$ cat src/rtl/store_buffer.sv
// Store buffer: a circular FIFO that decouples stores from the data memory port.
// Loads take priority on the port. A load that hits the word of a pending store stalls instead.
module store_buffer #(
    parameter int unsigned DEPTH  = 4,
    parameter int unsigned ADDR_W = 9
) (
    input  logic                       clk,
    input  logic                       reset,
    input  logic                       Store_Valid,
    output logic                       Store_Ready,
    input  logic [ADDR_W-1:0]          Store_Address,
    input  logic [31:0]                Store_Data,
    input  logic [1:0]                 Store_Byte,
    input  logic                       Load_Valid,
    input  logic [ADDR_W-1:0]          Load_Address,
    output logic                       Load_Stall,
    output logic                       Mem_Write,
    output logic [ADDR_W-1:0]          Mem_Address,
    output logic [31:0]                Mem_Data,
    output logic [1:0]                 Mem_Byte,
    output logic                       Buffer_Empty,
    output logic [$clog2(DEPTH):0]     Count
);

    localparam int unsigned PtrW = $clog2(DEPTH);
    localparam int unsigned CntW = PtrW + 1;

    logic [ADDR_W-1:0] addr_q [DEPTH];
    logic [31:0]       data_q [DEPTH];
    logic [1:0]        size_q [DEPTH];
    logic [DEPTH-1:0]  valid_q, valid_d;
    logic [PtrW-1:0]   head_q, head_d;
    logic [PtrW-1:0]   tail_q, tail_d;
    logic [CntW-1:0]   count_q, count_d;

    logic push;
    logic drain;
    logic entry_hit;
    logic push_hit;

    assign Store_Ready  = (count_q != CntW'(DEPTH));
    assign Buffer_Empty = (count_q == '0);
    assign Count        = count_q;
    assign push         = Store_Valid && Store_Ready;

    // Word-granular hazard detection against every live entry and the incoming store.
    always_comb begin
        entry_hit = 1'b0;
        for (int i = 0; i < DEPTH; i++) begin
            if (valid_q[i] && (addr_q[i][ADDR_W-1:2] == Load_Address[ADDR_W-1:2])) begin
                entry_hit = 1'b1;
            end
        end
    end

    assign push_hit   = push && (Store_Address[ADDR_W-1:2] == Load_Address[ADDR_W-1:2]);
    assign Load_Stall = Load_Valid && (entry_hit || push_hit);

    // A stalled load yields the port so the blocking store can leave.
    assign drain = (count_q != '0) && (!Load_Valid || Load_Stall);

    always_comb begin
        Mem_Write   = 1'b0;
        Mem_Address = Load_Address;
        Mem_Data    = '0;
        Mem_Byte    = '0;
        if (drain) begin
            Mem_Write   = !reset;
            Mem_Address = addr_q[head_q];
            Mem_Data    = data_q[head_q];
            Mem_Byte    = size_q[head_q];
        end
    end

    always_comb begin
        head_d  = head_q;
        tail_d  = tail_q;
        count_d = count_q;
        valid_d = valid_q;
        if (drain) begin
            valid_d[head_q] = 1'b0;
            head_d          = head_q + 1'b1;
        end
        if (push) begin
            valid_d[tail_q] = 1'b1;
            tail_d          = tail_q + 1'b1;
        end
        unique case ({push, drain})
            2'b10:   count_d = count_q + 1'b1;
            2'b01:   count_d = count_q - 1'b1;
            default: count_d = count_q;
        endcase
    end

    always_ff @(posedge clk) begin
        if (reset) begin
            head_q  <= '0;
            tail_q  <= '0;
            count_q <= '0;
            valid_q <= '0;
        end else begin
            head_q  <= head_d;
            tail_q  <= tail_d;
            count_q <= count_d;
            valid_q <= valid_d;
        end
    end

    // Payload storage needs no reset; validity is tracked separately.
    always_ff @(posedge clk) begin
        if (push) begin
            addr_q[tail_q] <= Store_Address;
            data_q[tail_q] <= Store_Data;
            size_q[tail_q] <= Store_Byte;
        end
    end

endmodule

$ cat config.mk
export PLATFORM = sky130hd
export DESIGN_NAME = store_buffer
export DESIGN_NICKNAME = d
export VERILOG_FILES = /design/src/rtl/store_buffer.sv
export SDC_FILE = /design/constraint.sdc
export NUM_CORES = 1
export LEC_CHECK = 0
export CORE_MARGIN = 3
export CORE_UTILIZATION = 55
export DETAILED_ROUTE_END_ITERATION = 6
export PLACE_DENSITY_LB_ADDON = 0.2
export SETUP_SLACK_MARGIN = 0.05
export SYNTH_ARGS = -nofsm -noshare
export SYNTH_HDL_FRONTEND = slang
export SYNTH_SLANG_ARGS = --single-unit
$ cat constraint.sdc
create_clock -name clk -period 4.3 [get_ports clk]
set_input_delay 0.86 -clock clk [delete_from_list [all_inputs] [get_ports clk]]
set_output_delay 0.86 -clock clk [all_outputs]
set_load 0.01 [all_outputs]
==> results.tsv <==
stage	metric	value	unit
route	dr.first_iter.drc_count	301	
finish	final_common_cell	edfxtp_1	
global_routing	antenna_found_initial	0	
clocking	clkTransAtPathRegs	0.05	ns
yosys	synthArstFlopShare	0	
finish	layout-drive-gt1-share	0.215	
clocking	cts_buffers	17	
route	wl	14.9	mm
global_routing	grt_pass1_wl	23.5	mm
worst_setup_path	slowest_stage	clkdlybuf4s50_1	
finish	finish.utilization	0.716	
clocking	cts_tree	yes	
power	peakVddDrop	0.340	mV
route	drcViolationCount	0	
yosys	yosysTopAreaCell	edfxtp_1	
worst_setup_path	critical_path.max_stage_delay	0.49	ns
placement	gp_congestion	0.890	
placement	port_buffers	105	
route	post_drt_via_cell_ratio	5.56	
yosys	yosys_warnings	0	
yosys	synthCells	406	
run	maxCapViolCount	0	
finish	final_cells	716	
worst_setup_path	crit_chain	clkdlybuf4s50_1 -> xor2_1 -> nor4_1 -> nand3_1 -> a31oi_4 -> buf_12 -> buf_12 -> mux2_4 -> clkdlybuf4s50_1	
finish	fin_nets	593	
placement	placedCellCount	682	
die	dieArea	15500	um2
clocking	cts.sinks	185	
worst_setup_path	rrSetupSlack	1.48	ns
worst_setup_path	reg2reg_to	Count[2]$_SDFFE_PP0P_	
yosys	ys_top_cells_by_area	edfxtp_1, mux4_2, dfxtp_1, xnor2_1, and2_1	
worst_setup_path	crit_arrival	3.26	ns
worst_setup_path	worstSetupPathType	in -> out	
global_routing	grt_pass1_vias	4271	
placement	hpwl	9.76	mm
timing	worstMarginPinSlew	0.818	ns
min_path	hp-start	head_q[1]$_SDFFE_PP0P_	
yosys	netlist-cell-type-count	34	
timing	fmax	0.243	GHz
timing	rsz0062_at_grt	false	
status	status	finished clean	
clocking	clockBufferDepth	2	
route	via_count	3980	
global_routing	grt_overflow	0	
worst_setup_path	ff2ff_path_depth	13	
die	die_w	125	um
min_path	min_path_type	reg -> reg	
clocking	cts-root-buf	clkbuf_16	
worst_setup_path	end_kind	output pin	
finish	antenna_cells	0	
worst_setup_path	cp_num_buf_inv	4	
route	ant_nets	0	
yosys	synth-edff-count	172	
die	ios	106	
power	powerDensity	530	nW/um2
timing	slew_viol_final	0	
yosys	seq_area_frac_synth	0.701	
timing	fin_crit	4.12	ns
yosys	ys_ff_latch	185	
yosys	syn-num-nets	472	
timing	slew-limit-headroom	0.454	
worst_setup_path	crit_required	3.44	ns
clocking	postCtsHoldBufs	0	
worst_setup_path	r2r-start	addr_q[0][4]$_DFFE_PP_	
timing	finalHoldViolCount	0	
die	initial_core_util	0.573	
timing	finalSetupTns	0	ns
worst_setup_path	cp_top_family	buffers and inverters	
yosys	synth_top_area_frac	0.667	
die	core-area	13500	um2
worst_setup_path	cp_max_fo	22	
worst_setup_path	startpoint_type	input pin	
timing	finalSetupViolations	0	
timing	fin_crit_sh	0.958	
yosys	ys_dominant_reg_cell	edfxtp_1	
route	first_pass_iters	5	
yosys	avgSynthCellArea	19.1	um2
die	die_h	125	um
route	wl_per_cell	20.8	um
min_path	min_path_cells	2	
timing	finClkSkew	0.0112	ns
power	p_leak	3.24	nW
global_routing	grt_use_total	0.200	
die	rows	42	
clocking	htreeDepth	4	
finish	layout_common_cells	edfxtp_1, clkdlybuf4s50_1, mux4_2	
global_routing	grt_max_degree	33	
finish	syn2layout_area_growth	25.0	%
yosys	syn_area	7740	um2
clocking	clock_latency	0.42	ns
[metal layers]
| metal | wire, um | track usage | part of all wire | up-vias |
|---|---|---|---|---|
| met3 | 867 | 0.0502 | 0.058 | 16 |
| met2 | 7580 | 0.331 | 0.51 | 127 |
| met4 | 176 | 0.0658 | 0.012 | 0 |
| met5 | 0 | 0 | 0 | - |
| met1 | 6280 | 0.261 | 0.42 | 2024 |
| li1 | - | - | - | 1813 |
[worst reg2reg max path, cell delays in order, from the launching register on]
cell and delay, ns:
edfxtp_1 0.42, xnor2_1 0.21, nand4_1 0.15, nor2_2 0.18, nor4_4 0.07, a31oi_4 0.18
buf_12 0.14, buf_12 0.16, ha_1 0.19, inv_1 0.06, fa_1 0.37, xor2_1 0.16
or3_1 0.30, a21oi_1 0.14
[cell families (layout without fill, tap and decap cells)]
group	count (synthesis)	count (layout)	synth area share
AND/OR/NAND/NOR	72	72	0.0533
adder cells (fa/ha/maj)	10	10	0.0171
multiplexers	56	56	0.148
XOR/XNOR	38	38	0.0430
flip-flops	185	185	0.701
buffers and inverters	36	170	0.0244
AO/OA/AOI/OAI	9	9	0.0134
[through the flow]
step	hold WS [ns]	total power, mW	cell area, um2	setup WS [ns]
detailed placement	0.525	3.76	9070	0.0280
global route	0.584	5.36	9680	0.0595
CTS	0.540	5.15	9600	0.0316
floorplan	0.496	3.17	7740	1.03
finish	0.533	5.13	9680	0.181
global placement	0.500	3.73	9070	0.0378
[flip-flops by register name, indices dropped and copies added, names as in the netlist, named ones only]
register,flops
size_q,8
addr_q,36
Count,3
valid_q,4
tail_q,2
head_q,2
data_q,128
[how the worst max path moves through the flow]
stage	depth (start not counted)	end	from
4_1_cts	10	Mem_Address[2]	Load_Address[3]
3_5_place_dp	9	Mem_Address[2]	Load_Address[7]
6_report	9	Mem_Address[0]	Store_Address[7]
3_3_place_gp	8	Mem_Address[2]	Load_Address[7]
5_1_grt	9	Mem_Address[0]	Store_Address[7]
2_1_floorplan	12	Count[2]$_SDFFE_PP0P_	Load_Address[4]
[cell type report]
cell class              instances  area, um2
repair buffers                126       1310
inverters                      12       45.0
flip-flops and latches        185       5430
clock inverters                10       76.3
clock buffers                  22        444
well taps                     176        220
multi-input cells             185       2150
fillers                       857       3830
[cells in the mapped netlist, types with 3 or more instances]
cell type	instances
edfxtp_1	172
mux4_2	43
and2_1	35
xnor2_1	29
nor2_1	15
dfxtp_1	13
inv_1	12
ha_1	9
mux2_4	9
xor2_1	9
buf_4	8
nand4_1	8
clkbuf_1	7
a311oi_2	4
nand2_1	4
buf_1	3
[power by group]
group / internal (mW) / switching (mW) / leakage (nW)
Clock: 0.788 / 0.603 / 0.252
Sequential: 2.19 / 0.154 / 1.69
Combinational: 0.811 / 0.582 / 1.30
Total: 3.79 / 1.34 / 3.24
[timing repair]
item                                    in CTS  in global routing
endpoints found under the setup margin      11                 44
setup buffers                                0                  1
resized for setup                            5                 11
pin swaps                                    1                  1
cloned                                       0                  1
Power figures use the tool's default switching activity.
